<file path="src/rtl/efpga_config_sequencer.sv">
// Turns the 32-bit configuration word stream into full-height eFPGA frames:
// sync detection, column header decode, row assembly and frame strobe generation.
module efpga_config_sequencer #(
  parameter int unsigned NUM_ROWS       = 16,
  parameter int unsigned NUM_COLUMNS    = 16,
  parameter int unsigned FRAMES_PER_COL = 20,
  parameter logic [31:0] SYNC_WORD      = 32'hFAB0_FAB1,
  localparam int unsigned COL_W   = (NUM_COLUMNS > 1) ? $clog2(NUM_COLUMNS) : 1,
  localparam int unsigned FRM_W   = (FRAMES_PER_COL > 1) ? $clog2(FRAMES_PER_COL) : 1,
  localparam int unsigned ROW_W   = (NUM_ROWS > 1) ? $clog2(NUM_ROWS) : 1,
  localparam int unsigned FRAME_W = 32 * NUM_ROWS
) (
  input  logic               clk_i,
  input  logic               reset_i,
  input  logic [31:0]        word_i,
  input  logic               word_strobe_i,
  output logic [FRAME_W-1:0] frame_data_o,
  output logic [COL_W-1:0]   col_select_o,
  output logic [FRM_W-1:0]   frame_select_o,
  output logic               frame_strobe_o,
  output logic               synced_o,
  output logic               error_o
);

  typedef enum logic [1:0] {
    UNSYNCED = 2'd0,
    HEADER   = 2'd1,
    DATA     = 2'd2
  } state_t;

  localparam logic [8:0]       COL_LIMIT = 9'(NUM_COLUMNS);
  localparam logic [ROW_W-1:0] LAST_ROW  = ROW_W'(NUM_ROWS - 1);
  localparam logic [FRM_W-1:0] LAST_FRM  = FRM_W'(FRAMES_PER_COL - 1);

  state_t             state_q, state_d;
  logic [FRAME_W-1:0] asm_q, asm_d, asm_next;
  logic [ROW_W-1:0]   row_q, row_d;
  logic [FRM_W-1:0]   frm_q, frm_d;
  logic [COL_W-1:0]   col_q, col_d;
  logic [FRAME_W-1:0] frame_data_q, frame_data_d;
  logic [COL_W-1:0]   col_sel_q, col_sel_d;
  logic [FRM_W-1:0]   frame_sel_q, frame_sel_d;
  logic               strobe_q, strobe_d;
  logic               error_q, error_d;

  always_ff @(posedge clk_i or posedge reset_i) begin
    if (reset_i) begin
      state_q      <= UNSYNCED;
      asm_q        <= '0;
      row_q        <= '0;
      frm_q        <= '0;
      col_q        <= '0;
      frame_data_q <= '0;
      col_sel_q    <= '0;
      frame_sel_q  <= '0;
      strobe_q     <= 1'b0;
      error_q      <= 1'b0;
    end else begin
      state_q      <= state_d;
      asm_q        <= asm_d;
      row_q        <= row_d;
      frm_q        <= frm_d;
      col_q        <= col_d;
      frame_data_q <= frame_data_d;
      col_sel_q    <= col_sel_d;
      frame_sel_q  <= frame_sel_d;
      strobe_q     <= strobe_d;
      error_q      <= error_d;
    end
  end

  // Oldest word ends up in the MSBs once a full frame has been shifted in.
  assign asm_next = (asm_q << 32) | FRAME_W'(word_i);

  always_comb begin
    state_d      = state_q;
    asm_d        = asm_q;
    row_d        = row_q;
    frm_d        = frm_q;
    col_d        = col_q;
    frame_data_d = frame_data_q;
    col_sel_d    = col_sel_q;
    frame_sel_d  = frame_sel_q;
    strobe_d     = 1'b0;
    error_d      = error_q;

    if (word_strobe_i) begin
      case (state_q)
        UNSYNCED: begin
          if (word_i == SYNC_WORD) begin
            state_d = HEADER;
            error_d = 1'b0;
          end
        end
        HEADER: begin
          if (word_i[31]) begin
            state_d = UNSYNCED;
          end else if ({1'b0, word_i[7:0]} >= COL_LIMIT) begin
            error_d = 1'b1;
            state_d = UNSYNCED;
          end else begin
            col_d   = word_i[COL_W-1:0];
            row_d   = '0;
            frm_d   = '0;
            state_d = DATA;
          end
        end
        DATA: begin
          asm_d = asm_next;
          if (row_q == LAST_ROW) begin
            frame_data_d = asm_next;
            col_sel_d    = col_q;
            frame_sel_d  = frm_q;
            strobe_d     = 1'b1;
            row_d        = '0;
            // After the last frame of a column the next word is a fresh header.
            if (frm_q == LAST_FRM) begin
              frm_d   = '0;
              state_d = HEADER;
            end else begin
              frm_d = frm_q + FRM_W'(1);
            end
          end else begin
            row_d = row_q + ROW_W'(1);
          end
        end
        default: state_d = UNSYNCED;
      endcase
    end
  end

  assign frame_data_o   = frame_data_q;
  assign col_select_o   = col_sel_q;
  assign frame_select_o = frame_sel_q;
  assign frame_strobe_o = strobe_q;
  assign synced_o       = (state_q != UNSYNCED);
  assign error_o        = error_q;

endmodule

</file>
<file path="config.mk">
export PLATFORM = sky130hd
export DESIGN_NAME = efpga_config_sequencer
export DESIGN_NICKNAME = d
export VERILOG_FILES = /design/src/rtl/efpga_config_sequencer.sv
export SDC_FILE = /design/constraint.sdc
export NUM_CORES = 2
export LEC_CHECK = 0
export CAP_MARGIN = 20
export CORE_ASPECT_RATIO = 0.75
export CORE_MARGIN = 3
export CORE_UTILIZATION = 49
export DETAILED_ROUTE_END_ITERATION = 7
export GPL_ROUTABILITY_DRIVEN = 0
export PLACE_DENSITY = 0.76
export SYNTH_ARGS = -nofsm -noshare
export SYNTH_HDL_FRONTEND = slang
export SYNTH_SLANG_ARGS = --single-unit
</file>
<file path="constraint.sdc">
create_clock -name clk_i -period 29 [get_ports clk_i]
set_clock_uncertainty 0.05 [all_clocks]
set_input_delay 2.9 -clock clk_i [delete_from_list [all_inputs] [get_ports clk_i]]
set_output_delay 2.9 -clock clk_i [all_outputs]
set_load 0.03 [all_outputs]
</file>
==> flow_summary_export.csv <==
group,metric,value,unit
worst_setup_path,cp_top_family,"buffers and inverters",
worst_setup_path,crit_fanout,181,
finish,synthToLayoutAreaGrowth,24.1,%
synthesis,yosys.cell_types.count,41,
finish,final_common_cell,"nand2_1",
power,switching_share,20.6,%
floorplan,core,0.0774,sq mm
min_path,hold_depth,2,
clock_network,clock_sinks,1018,
finish,layout_common_cells,"3019 x nand2_1, 1018 x dfrtp_1, 558 x clkdlybuf4s50_1",
power,p_switching,0.569,mW
synthesis,synth-simple-area-share,30.1,%
power,p_seq_share,51.3,%
worst_setup_path,crit_path_end_kind,"asynchronous set/reset pin",
min_path,hold-path-endpoint,"frame_data_o[501]",
power,peakVddDrop,0.0449,mV
min_path,hp-class,"flip-flop to flip-flop",
synthesis,syn_inst,4335,
outcome,status,"complete, no violations",
sta,rsz0062_at_grt,"no",
global_routing,grt_pass1_vias,29100,
sta,drv_slew,0,
routing,drt-initial-drc-count,2654,
sta,finalSetupTns,0,ps
worst_setup_path,cp_data_arrival_time,7110,ps
global_routing,track_usage,25.5,%
clock_network,cts_buffer_depth,3,
synthesis,synth_top_cell_by_area,"dfrtp_1",
worst_setup_path,cpPeakStageDelay,840,ps
clock_network,path_clk_slew,60,ps
clock_network,cts-root-buf,"clkbuf_16",
synthesis,yosysWarnings,0,
placement,place.port_buffers,558,
power,intPower,2.20,mW
worst_setup_path,r2r_end,"frame_data_o[345]",
worst_setup_path,criticalPathCategory,"input pin to asynchronous set/reset pin",
synthesis,synth_nets,4372,
synthesis,ys_ff_latch,1018,
routing,wl_per_cell,17.8,um
synthesis,syn_area,0.0385,sq mm
sta,relSlewSlack,5.14,%
power,combPwrFrac,1.3,%
finish,drive_gt1_share,3.78,%
synthesis,synth.avg_cell_area,8.89,sq um
synthesis,synth_top_family_by_area,"simple AND/OR/NAND/NOR gates",
placement,placed_cell_area,0.0445,sq mm
routing,ant_nets,0,
sta,final_hold_viol_count,0,
min_path,min_from,"asm_q[469]",
clock_network,cts_tree,"done",
routing,drc,0,
global_routing,grt_max_degree,251,
finish,final_nets,4825,
clock_network,cts.htree.levels,3,
routing,dr.pass1.iters,5,
synthesis,synth_xor_xnor_area_share,0.0227,%
power,p_leak,26.4,nW
floorplan,die_w,330,um
worst_setup_path,critPathSlowestCell,"buf_4",
clock_network,postCtsSetupBuffers,0,
power,p_clk_share,47.3,%
flow_run,drv_cap,0,
routing,drt-vias-per-instance,5.06,
worst_setup_path,rr_worst_depth,6,
sta,max_freq,0.155,GHz
finish,finalInstanceArea,0.0478,sq mm
floorplan,fp-row-count,88,
sta,worst_pin_slew,1420,ps
synthesis,synth_adder_area_share,0.0649,%
worst_setup_path,cp_num_buf_inv,6,
global_routing,gr-total-overflow,0,
clock_network,ctsHoldBuffers,0,
clock_network,clkLatencyLatePin,650,ps
floorplan,dieArea,0.0821,sq mm
worst_setup_path,worstPathRequired,29660,ps
synthesis,synth-compound-area-share,0.318,%
global_routing,grt_pass1_wl,165000,um
floorplan,ios,559,
power,p_per_area,57.9,mW/mm^2
worst_setup_path,worstSetupStartpointType,"input pin",
global_routing,antenna_found_initial,0,
sta,fin_crit,6460,ps
synthesis,ys.flop_type,"dfrtp_1",
clock_network,cts_resized,0,
synthesis,synth_area_leaders,"dfrtp_1 66%, nand2_1 29%, buf_2 1.4%",
sta,fin_crit_sh,22.3,%
synthesis,synth_top_cell_area_share,66.1,%
synthesis,synthArstFlopShare,100,%
floorplan,initial_utilization,49.8,%
routing,vias,29800,
worst_setup_path,r2r-start,"state_q[0]",
clock_network,cts_made_buffers,94,
worst_setup_path,cp_common_cell,"buf_4",
routing,routed_wl,105000,um
synthesis,synthMuxAreaShare,0.0260,%
floorplan,die_h,249,um
synthesis,synth_edf_count,0,
placement,hpwl,67800,um
worst_setup_path,crit_chain,"clkdlybuf4s50_1, clkinvlp_4, buf_4, buf_12, buf_4, buf_4",
sta,finalSetupViolations,0,
worst_setup_path,ff2ff_setup_slack,24970,ps
synthesis,ys_seq_area_share,66.1,%
==> logic make-up (layout without fill, tap and decap cells) <==
family / Yosys count / count (layout)
DFF: 1018 / 1018
buffers and inverters: 232 / 760
and+or+nand+nor: 3063 / 3063
other: 0 / 1
muxes: 1 / 1
AOI/OAI and AO/OA: 18 / 18
xor gates and xnor gates: 1 / 1
adders and majority gates: 2 / 2
==> worst max path at each step <==
stage               startpoint                end  slack (ps)  cells after the start
finish                 reset_i         asm_q[339]       22540                      6
global route           reset_i         asm_q[339]       22070                      6
CTS                    reset_i         asm_q[339]       22510                      6
detailed placement     reset_i         asm_q[234]       21800                      6
global placement       reset_i  frame_data_o[345]       21800                      6
floorplan              reset_i           asm_q[0]       12020                      1
==> per-layer routing <==
| metal | GRT usage (%) | wire [um] | share of wire [%] |
|---|---|---|---|
| met4 | 7.16 | 2710 | 2.6 |
| met2 | 40.5 | 50000 | 48 |
| met3 | 6.23 | 8550 | 8.1 |
| met5 | 0 | 0 | 0 |
| met1 | 35.2 | 43800 | 42 |
==> sequential cells by signal, summed over array words and instances, names as in the netlist, 2 cells and up <==
signal          count
col_select_o        4
row_q               4
frame_data_o      512
frm_q               5
asm_q             480
frame_select_o      5
col_q               4
state_q             2
==> worst min-delay path, delay by kind of cell, from the launching register on <==
family           cells  cell delay, ps
and+or+nand+nor      2             100
DFF                  1             340
==> power groups by stage <==
stage / logic [mW] / registers, mW / clock network (mW)
2_1_floorplan: 0.0215 / 1.45 / 0
3_3_place_gp: 0.0379 / 1.45 / 0
3_5_place_dp: 0.0377 / 1.45 / 0
4_1_cts: 0.0377 / 1.42 / 1.33
5_1_grt: 0.0430 / 1.42 / 1.39
6_report: 0.0373 / 1.42 / 1.31
==> stage by stage <==
step                util (%)  setup slack (ps)  hold slack (ps)  std cells  power (mW)
finish                  61.8             22540              399       5899        2.77
detailed placement      57.4             21800              403       5724        1.48
global route            61.8             22070              428       5898        2.85
CTS                     61.7             22510              400       5895        2.79
global placement        57.4             21800              396       5723        1.48
floorplan                  -             12020              387       4335        1.47
==> area by class of cell <==
cell class | instances | area (sq um)
clock buffers | 135 | 2760
flip-flops and latches | 1018 | 25500
clock inverters | 36 | 539
well taps | 1035 | 1290
inverters | 5 | 38.8
diodes | 1 | 2.50
multi-input cells | 3085 | 11800
repair buffers | 584 | 5940
fillers | 6349 | 29600
==> Yosys cell counts (2+ instances only) <==
master	number
nor2_1	9
and4_1	4
nor4bb_1	3
clkbuf_1	79
nand2b_1	2
buf_4	7
nand3_1	11
o21ai_0	5
nand3b_1	2
nor4_1	3
ha_1	2
dfrtp_1	1018
nand4_1	4
nand2_1	3019
buf_8	2
inv_1	4
buf_6	29
a22o_1	2
buf_2	107
a31oi_1	2
Note: power is estimated with default switching activity, not from simulation.
